--- config.mk ---
export PLATFORM = sky130hd
export DESIGN_NAME = dibit_symbol_serializer
export DESIGN_NICKNAME = d
export VERILOG_FILES = /design/src/rtl/dibit_symbol_serializer_pkg.sv /design/src/rtl/dibit_symbol_serializer.sv
export SDC_FILE = /design/constraint.sdc
export NUM_CORES = 1
export LEC_CHECK = 0
export CAP_MARGIN = 20
export CORE_MARGIN = 2
export CORE_UTILIZATION = 40
export DETAILED_ROUTE_END_ITERATION = 6
export DONT_BUFFER_PORTS = 1
export PLACE_DENSITY = 0.51
export SETUP_SLACK_MARGIN = 0.15
export SYNTH_ARGS = -nofsm -noshare
export SYNTH_HDL_FRONTEND = slang
export SYNTH_SLANG_ARGS = --single-unit
--- constraint.sdc ---
create_clock -name clk -period 2.6 [get_ports clk]
set_input_delay 0.26 -clock clk [delete_from_list [all_inputs] [get_ports clk]]
set_output_delay 0.26 -clock clk [all_outputs]
set_load 0.01 [all_outputs]
--- src/rtl/dibit_symbol_serializer_pkg.sv ---
// Shared types and helpers for the dibit symbol serializer feeding the
// 2-input Moore FSM stage.
package dibit_symbol_serializer_pkg;

  typedef enum logic [1:0] {
    IDLE,
    SHIFT,
    GAP
  } state_e;

  // 2'b10 steers the downstream FSM back to its initial state A.
  localparam logic [1:0] IDLE_SYM_DEF = 2'b10;

  function automatic int clog2(input int value);
    int r;
    r = 0;
    while ((1 << r) < value) r++;
    return r;
  endfunction

endpackage

--- src/rtl/dibit_symbol_serializer.sv ---
// Serializes DATA_WIDTH-bit messages into 2-bit symbols, MSB dibit first,
// with a one-entry pending buffer and optional idle gap between messages.
module dibit_symbol_serializer
  import dibit_symbol_serializer_pkg::*;
#(
  parameter int         DATA_WIDTH = 8,
  parameter int         GAP_SYMS   = 0,
  parameter logic [1:0] IDLE_SYM   = IDLE_SYM_DEF
) (
  input  logic                  clk,
  input  logic                  reset,
  input  logic                  in_val,
  output logic                  in_rdy,
  input  logic [DATA_WIDTH-1:0] in_msg,
  output logic [1:0]            out_sym,
  output logic                  out_val,
  output logic                  out_last
);

  localparam int            N        = DATA_WIDTH / 2;
  localparam int            RW       = clog2(N);
  localparam logic [RW-1:0] REM_LOAD = RW'(N - 1);
  localparam logic [3:0]    GAP_LOAD = 4'(GAP_SYMS - 1);

  state_e                state_q, state_d;
  logic [DATA_WIDTH-1:0] sreg_q, sreg_d;
  logic [RW-1:0]         rem_q, rem_d;
  logic [3:0]            gap_q, gap_d;
  logic [DATA_WIDTH-1:0] pbuf_q, pbuf_d;
  logic                  pbuf_val_q, pbuf_val_d;
  logic [1:0]            sym_q, sym_d;
  logic                  val_q, val_d;
  logic                  last_q, last_d;

  logic                  accept;
  logic                  load_pbuf;
  logic                  load_in;
  logic [DATA_WIDTH-1:0] load_src;

  assign in_rdy   = !pbuf_val_q;
  assign accept   = in_val && in_rdy;
  assign out_sym  = sym_q;
  assign out_val  = val_q;
  assign out_last = last_q;

  // NOTE: every variable gets a default before the case so no path leaves
  // it unassigned; that is what keeps this block free of inferred latches.
  always_comb begin
    state_d    = state_q;
    sreg_d     = sreg_q;
    rem_d      = rem_q;
    gap_d      = gap_q;
    pbuf_d     = pbuf_q;
    pbuf_val_d = pbuf_val_q;
    sym_d      = sym_q;
    val_d      = val_q;
    last_d     = last_q;
    load_pbuf  = 1'b0;
    load_in    = 1'b0;
    load_src   = in_msg;

    unique case (state_q)
      SHIFT: begin
        if (rem_q != '0) begin
          sym_d  = sreg_q[DATA_WIDTH-1 -: 2];
          sreg_d = sreg_q << 2;
          rem_d  = rem_q - RW'(1);
          val_d  = 1'b1;
          last_d = (rem_q == RW'(1));
        end else if (GAP_SYMS > 0) begin
          state_d = GAP;
          gap_d   = GAP_LOAD;
          sym_d   = IDLE_SYM;
          val_d   = 1'b0;
          last_d  = 1'b0;
        end else begin
          load_pbuf = pbuf_val_q;
          load_in   = !pbuf_val_q && accept;
        end
      end
      GAP: begin
        if (gap_q != 4'd0) begin
          gap_d = gap_q - 4'd1;
        end else begin
          load_pbuf = pbuf_val_q;
          load_in   = !pbuf_val_q && accept;
        end
      end
      default: begin
        load_pbuf = pbuf_val_q;
        load_in   = !pbuf_val_q && accept;
      end
    endcase

    // Any message-boundary decision that finds nothing to send falls to IDLE.
    if ((state_q == IDLE) || (state_q == GAP && gap_q == 4'd0) ||
        (state_q == SHIFT && rem_q == '0 && GAP_SYMS == 0)) begin
      state_d = IDLE;
      sym_d   = IDLE_SYM;
      val_d   = 1'b0;
      last_d  = 1'b0;
    end

    if (load_pbuf || load_in) begin
      load_src = load_pbuf ? pbuf_q : in_msg;
      state_d  = SHIFT;
      sym_d    = load_src[DATA_WIDTH-1 -: 2];
      sreg_d   = load_src << 2;
      rem_d    = REM_LOAD;
      val_d    = 1'b1;
      last_d   = 1'b0;
    end

    // A drain and a fresh accept on the same edge leave the buffer full.
    if (load_pbuf) pbuf_val_d = 1'b0;
    if (accept && !load_in) begin
      pbuf_d     = in_msg;
      pbuf_val_d = 1'b1;
    end
  end

  // NOTE: sequential state uses non-blocking assignments only.
  always_ff @(posedge clk) begin
    if (reset) begin
      state_q    <= IDLE;
      rem_q      <= '0;
      gap_q      <= 4'd0;
      pbuf_val_q <= 1'b0;
      sym_q      <= IDLE_SYM;
      val_q      <= 1'b0;
      last_q     <= 1'b0;
    end else begin
      state_q    <= state_d;
      rem_q      <= rem_d;
      gap_q      <= gap_d;
      pbuf_val_q <= pbuf_val_d;
      sym_q      <= sym_d;
      val_q      <= val_d;
      last_q     <= last_d;
    end
  end

  // NOTE: data registers are not reset; they are only read behind a valid
  // flag or a SHIFT state that reset already clears.
  always_ff @(posedge clk) begin
    sreg_q <= sreg_d;
    pbuf_q <= pbuf_d;
  end

endmodule

==> flow_summary.yaml, run 1 <==
job:
  max_cap_violations: 0
drt:
  detail-route-antenna-nets: 0
  wirelength_um: 1790
  via_count: 645
  wire_per_inst_um: 15.6
  routed_via_density: 5.61
  drc: 0
  drtIter0Drc: 35
  drtPass1Iterations: 4
global_routing:
  grt_first_pass_wirelength_um: 3220
  grt-ovfl-total: 0
  grt_max_degree: 14
  grt_usage: 0.157
  antenna_found_initial: 0
  grt_pass1_vias: 680
place:
  dp_hpwl_um: 1310
  gp_congestion: 0.793
  port_buffers: 0
  place_inst: 108
layout:
  final-instance-count-excl-fill: 115
  syn_to_final_growth_pct: 10.0
  final_common_cell: "edfxtp_1"
  layout-drive-gt1-share: 0.103
  antenna_cells: 0
  nets: 102
  final_cell_mix: "14 x edfxtp_1, 8 x dfxtp_1, 7 x a22oi_1"
worst_setup_path:
  path_class: "register to register"
  arrival_ns: 1.87
  cp.required_ns: 2.64
  crit_path_start_kind: "register"
  worstPathMaxFanout: 5
  endpoint_kind: "register"
logic_synthesis:
  ys_ff_latch: 22
  yosys_most_used_dff: "edfxtp_1"
  async_reset_ff_frac: 0
  syn_area_um2: 985
  synthCells: 82
  synth_edf_count: 14
  ys_types: 30
  avgSynthCellArea_um2: 12.0
  ys_seq_area_frac: 0.590
  yosysWarnings: 0
  syn_nets: 96
sta:
  rsz0062_at_grt: "no"
  slew_violations: 0
  hold_violations: 0
  fmax_mhz: 546
  fin_skew_ns: 0.0130
  tightest_slew_ns: 0.426
  fin_crit_ns: 1.83
  finalCritPeriodShare: 0.704
  slew_headroom: 0.716
  finalSetupTns_ns: 0
  setup_viol_count_final: 0
die:
  row_count: 17
  start_util: 0.433
  die_area_um2: 2870
  placeableCoreArea_um2: 2280
  die_width_um: 53.6
  ios: 16
  dieHeight_um: 53.6
clocking:
  root_buffer: "clkbuf_4"
  cts_num_sinks: 22
  cts_tree: "done"
  clockBufferDepth: 2
  clk_latency_ns: 0.31
  path_clk_slew_ns: 0.12
  cts_inserted_buffers: 3
  htree_levels: 1
power_and_ir_drop:
  leakagePower_nw: 0.388
  p_per_area_nw_per_um2: 729
  peakVddDrop_mv: 0.411
status:
  status: "finished, final reports clean"
min_path:
  hp-class: "input port to register"
## Yosys cell counts (2+ instances only)
cell      number  share of area
a31oi_1        4          0.025
a22oi_1        7          0.053
and2b_1        2          0.015
edfxtp_1      14           0.43
nor2b_1        5          0.032
nand2_1        2         0.0076
o21ai_0        6          0.030
buf_4          2          0.015
inv_1          3          0.011
dfxtp_1        8           0.16
ha_1           3          0.038
nor2_1         5          0.019
a21oi_1        4          0.020
## worst max-delay path, stage by stage, from the launching register on
cell and delay (ns):
dfxtp_1 0.39, inv_1 0.08, ha_1 0.25, nor2b_1 0.31
buf_4 0.20, nor2_1 0.07, a22oi_1 0.14, o21ai_0 0.12
## kinds of logic after synthesis
kind of cell	count (synthesis)	share of synthesized area
compound gates	26	0.172
xor+xnor	1	0.00890
fa+ha+maj	3	0.0381
buf+inv	6	0.0381
flops	22	0.590
mux	1	0.0102
simple gates	23	0.144
## worst paths after layout
kind	startpoint	to	slack [ns]	cells past startpoint
worst max-delay path	rem_q[0]	sreg_q[7]	0.77	7
worst min-delay path	reset	state_q[0]	0.03	1
worst max register to register	rem_q[0]	sreg_q[7]	0.77	7
worst min register to register	out_val	out_val	0.55	1
## sequential cells by signal, indices dropped and copies added, names as in the netlist
name	count
sreg_q	6
pbuf_val_q	1
out_sym	2
rem_q	2
out_last	1
state_q	1
pbuf_q	8
out_val	1
## per-stage QoR
| stage | power (W) | instance area [um^2] | utilization | hold slack [ns] | setup slack [ns] |
|---|---|---|---|---|---|
| 4_1_cts | 0.000796 | 1070 | 0.472 | 0.00344 | 0.775 |
| 3_3_place_gp | 0.000535 | 1000 | 0.440 | 0.331 | 0.861 |
| 3_5_place_dp | 0.000533 | 1000 | 0.440 | 0.333 | 0.792 |
| 6_report | 0.000790 | 1080 | 0.476 | 0.0316 | 0.770 |
| 5_1_grt | 0.000831 | 1080 | 0.476 | 0.00693 | 0.607 |
| 2_1_floorplan | 0.000514 | 985 | - | 0.329 | 1.10 |
## cell type report
cell class / instances / area (um^2)
clock inverters: 1 / 30.0
fillers: 204 / 1190
inverters: 3 / 11.3
clock buffers: 3 / 22.5
flip-flops and latches: 22 / 581
well taps: 28 / 35.0
repair buffers: 4 / 37.5
multi-input cells: 54 / 367
## metal layers
layer,global-route usage,share of wire
met5,0,0
met4,0.0598,0
met3,0.0444,0.074
met2,0.220,0.44
met1,0.227,0.48
## power breakdown
part,leakage (nW),switching (W),internal (W),total [W]
combinational,0.160,0.0000531,0.0000471,0.000100
sequential,0.199,0.0000200,0.000409,0.000429
clock,0.0279,0.000105,0.000156,0.000261
total,0.388,0.000178,0.000612,0.000790
## timing repair
action                                  4_1_cts  5_1_grt
hold buffers                                  2        1
endpoints found under the setup margin        0        0
hold endpoints to repair                      2        1
resized for setup                             0        0
buffers inserted                              0        0
No activity file was read; power rests on OpenSTA's default activity.
==> run 2: changes to the inputs <==
==> constraint.sdc (replaced) <==
create_clock -name clk -period 1.7 [get_ports clk]
set_input_delay 0.17 -clock clk [delete_from_list [all_inputs] [get_ports clk]]
set_output_delay 0.17 -clock clk [all_outputs]
set_load 0.01 [all_outputs]
==> flow_summary.yaml, run 2 (synthesis gave the netlist of run 1 again) <==
die:
  row_count: 17
  start_util: 0.433
  die_width_um: 53.6
  placeableCoreArea_um2: 2280
  die_area_um2: 2870
  ios: 16
  dieHeight_um: 53.6
sta:
  fin_crit_ns: 1.45
  tightest_slew_ns: 0.338
  fmax_mhz: 690
  rsz0062_at_grt: "no"
  slew_headroom: 0.774
  setup_ws_ns: 0.251
  slew_violations: 0
  finalCritPeriodShare: 0.852
  hold_violations: 0
  setup_viol_count_final: 0
  finalSetupTns_ns: 0
  fin_skew_ns: 0.0105
worst_setup_path:
  crit_chain: "inv_2 -> ha_4 -> nand2b_4 -> or3_1 -> a2bb2oi_1 -> o21bai_1"
  critPathSlowestCell: "dfxtp_1"
  worstPathMaxFanout: 8
  endpoint_kind: "register"
  crit_path_start_kind: "register"
  critical-path-max-stage-delay_ns: 0.36
  arrival_ns: 1.66
  path_class: "register to register"
  cp.required_ns: 1.91
layout:
  multi_input_area_um2: 382
  nFillCells: 192
  layout-drive-gt1-share: 0.210
  regMostFlops: "pbuf_q"
  largest_reg_flops: 8
  reg_top3: "pbuf_q (8), sreg_q (6)"
  final_common_cell: "edfxtp_1"
  final-instance-count-excl-fill: 128
  antenna_cells: 0
  final_cell_mix: "14 x edfxtp_1, 9 x dlygate4sd3_1, 8 x buf_4"
  regArea_um2: 582
  syn_to_final_growth_pct: 23.1
  nets: 115
power_and_ir_drop:
  leakagePower_nw: 0.450
  peakVddDrop_mv: 0.695
  p_per_area_nw_per_um2: 1040
drt:
  drc: 0
  wirelength_um: 2060
  routed_via_density: 5.59
  wire_per_inst_um: 16.1
  drtIter0Drc: 14
  detail-route-antenna-nets: 0
  via_count: 715
  drtPass1Iterations: 4
global_routing:
  grt_usage: 0.171
  grt_pass1_vias: 721
  grt-ovfl-total: 0
  antenna_found_initial: 0
  grt_first_pass_wirelength_um: 3390
  grt_max_degree: 14
clocking:
  root_buffer: "clkbuf_4"
  cts_inserted_buffers: 3
  clk_latency_ns: 0.31
  path_clk_slew_ns: 0.13
  cts_num_sinks: 22
  cts_tree: "done"
  htree_levels: 1
  clockBufferDepth: 2
place:
  port_buffers: 0
  gp_congestion: 0.748
  dp_slack_ns: 0.0621
  dp_hpwl_um: 1410
  place_inst: 112
job:
  max_cap_violations: 0
status:
  status: "finished, final reports clean"
min_path:
  hp-class: "input port to register"
run 2: what timing repair did:
action,in CTS,in global routing
hold endpoints to repair,15,0
hold buffers,9,0
setup endpoints to repair,10,19
resized for setup,2,4
buffers inserted,3,0
run 2: metrics by stage:
step                hold WS, ns  cell area, um^2  total power [W]   util
finish                   0.0447             1210          0.00126  0.533
global route             0.0402             1210          0.00132  0.533
CTS                      0.0375             1200          0.00126  0.527
detailed placement        0.243             1030         0.000827  0.453
global placement          0.241             1030         0.000826  0.453
floorplan                 0.239              985         0.000785      -
run 2: critical path: cells and delay by family (launching register included):
kind,cells,cell delay [ns]
AO/OA/AOI/OAI,2,0.26
buffers and inverters,1,0.06
adder cells (fa/ha/maj),1,0.17
AND/OR/NAND/NOR,2,0.50
flip-flops,1,0.36
run 2: layout make-up:
| type | instances | area share |
|---|---|---|
| clock buffer | 3 | 0.0186 |
| clock inverter | 1 | 0.0248 |
| inverter | 3 | 0.00929 |
| multi-input combinational | 54 | 0.315 |
| sequential | 22 | 0.480 |
| tap | 28 | 0.0289 |
| timing repair buffer | 17 | 0.124 |
run 2: routing by layer:
metal  global-route usage  routed length, um  vias to the layer above
li1                     -                  -                      343
met4               0.0342                 15                        0
met2                0.253                938                       22
met3               0.0667                117                        2
met1                0.237                985                      348
met5                    0                  0                        -
run 2: report_power, final:
part | switching, W | internal (W) | leakage, nW
clock | 0.000167 | 0.000238 | 0.0279
combinational | 0.0000973 | 0.000104 | 0.222
sequential | 0.0000286 | 0.000626 | 0.200
run 2: final timing paths:
path	startpoint	endpoint	slack [ns]	cells after the start
worst min-delay path	in_val	pbuf_val_q	0.04	2
worst max-delay path	rem_q[1]	out_sym[1]	0.25	6
worst max register to register	rem_q[1]	out_sym[1]	0.25	6
worst min register to register	out_val	out_val	0.56	1
==> run 3: changes to the inputs <==
--- a/config.mk
+++ b/config.mk
@@ -8,6 +8,7 @@
 export CAP_MARGIN = 20
 export CORE_MARGIN = 2
 export CORE_UTILIZATION = 40
+export CTS_CLUSTER_DIAMETER = 150
 export DETAILED_ROUTE_END_ITERATION = 6
 export DONT_BUFFER_PORTS = 1
 export PLACE_DENSITY = 0.51
==> constraint.sdc (replaced) <==
create_clock -name clk -period 1.5 [get_ports clk]
set_input_delay 0.15 -clock clk [delete_from_list [all_inputs] [get_ports clk]]
set_output_delay 0.15 -clock clk [all_outputs]
set_load 0.01 [all_outputs]
==> flow_summary.yaml, run 3 (synthesis gave the netlist of run 1 again) <==
job:
  max_cap_violations: 0
worst_setup_path:
  cp.required_ns: 1.72
  crit_path_start_kind: "register"
  arrival_ns: 1.60
  endpoint_kind: "register"
  worstPathMaxFanout: 4
  path_class: "register to register"
die:
  start_util: 0.433
  die_width_um: 53.6
  ios: 16
  dieHeight_um: 53.6
  row_count: 17
  die_area_um2: 2870
  placeableCoreArea_um2: 2280
power_and_ir_drop:
  p_total_w: 0.00147
  switchingPower_w: 0.000342
  clockPowerShare: 0.311
  p_per_area_nw_per_um2: 1140
  leakagePower_nw: 0.470
  peakVddDrop_mv: 0.939
  switching_share: 0.233
  power_frac_seq: 0.506
  internal_power_w: 0.00113
  comb_power_share: 0.182
sta:
  tightest_slew_ns: 0.304
  finalCritPeriodShare: 0.923
  rsz0062_at_grt: "yes"
  finalSetupTns_ns: 0
  setup_ws_ns: 0.116
  setup_viol_count_final: 0
  fin_crit_ns: 1.38
  slew_headroom: 0.797
  hold_violations: 0
  fmax_mhz: 722
  slew_violations: 0
  fin_skew_ns: 0.00262
drt:
  wire_per_inst_um: 14.8
  drtIter0Drc: 8
  drc: 0
  wirelength_um: 1940
  detail-route-antenna-nets: 0
  routed_via_density: 5.32
  drtPass1Iterations: 2
  via_count: 697
layout:
  antenna_cells: 0
  final_cell_mix: "14 x edfxtp_1, 11 x buf_4, 9 x dlygate4sd3_1"
  final_common_cell: "edfxtp_1"
  nets: 118
  reg_top3: "pbuf_q (8), sreg_q (6)"
  multi_input_area_um2: 432
  layout-drive-gt1-share: 0.320
  syn_to_final_growth_pct: 30.7
  regArea_um2: 584
  regMostFlops: "pbuf_q"
  nFillCells: 204
  fin_area_um2: 1290
  largest_reg_flops: 8
  final_util: 0.566
clocking:
  path_clk_slew_ns: 0.13
  root_buffer: "clkbuf_4"
  cts_inserted_buffers: 3
  clk_latency_ns: 0.31
  cts_num_sinks: 22
  clockBufferDepth: 2
  cts_tree: "done"
  htree_levels: 1
place:
  dp_hpwl_um: 1320
  port_buffers: 0
  dp_slack_ns: 0.0479
  gp_congestion: 0.760
  placedInstanceArea_um2: 1070
global_routing:
  grt-ovfl-total: 0
  grt_pass1_vias: 674
  grt_max_degree: 14
  grt_first_pass_wirelength_um: 3130
  antenna_found_initial: 0
  grt_usage: 0.154
min_path:
  hp-class: "input port to register"
status:
  status: "finished, final reports clean"
-- run 3: worst paths after layout --
check / end / startpoint / cells past startpoint / slack [ns]
max: out_sym[1] / rem_q[1] / 6 / 0.12
min reg2reg: out_val / out_val / 1 / 0.56
max reg2reg: out_sym[1] / rem_q[1] / 6 / 0.12
min: pbuf_val_q / in_val / 2 / 0.02
-- run 3: through the flow --
step,hold slack (ns),instances
floorplan,0.212,82
global placement,0.214,116
detailed placement,0.221,116
CTS,-0.129,130
global route,0.00730,131
finish,0.0222,131
-- run 3: routing by layer --
layer  vias up  GRT usage  routed length (um)
met2        18      0.228                 804
met1       328      0.207                1020
met5         -          0                   0
met4         0     0.0256                   0
li1        351          -                   -
met3         0     0.0750                 120
-- run 3: layout make-up --
class	count	share of cell area
sequential	22	0.454
multi-input combinational	54	0.335
timing repair buffer	20	0.134
tap	28	0.0272
clock inverter	1	0.0233
clock buffer	3	0.0175
inverter	3	0.00875
-- run 3: critical path, stage by stage, from the launching register on --
cell and delay (ns):
dfxtp_2 0.35, inv_2 0.05, ha_4 0.17, nand2b_4 0.16, or3_4 0.33, a2bb2oi_2 0.15
o21bai_1 0.08
-- run 3: power groups by stage --
stage / clock [W] / combinational, W / sequential, W
2_1_floorplan: 0 / 0.000147 / 0.000747
3_3_place_gp: 0 / 0.000201 / 0.000757
3_5_place_dp: 0 / 0.000200 / 0.000755
4_1_cts: 0.000469 / 0.000240 / 0.000743
5_1_grt: 0.000491 / 0.000295 / 0.000751
6_report: 0.000457 / 0.000267 / 0.000743
-- run 3: timing repair --
action,4_1_cts,5_1_grt
setup buffers,2,0
pin swaps,5,5
setup endpoints to repair,21,15
gates resized for setup,7,9
hold buffers,8,1
endpoints found under the hold margin,15,7
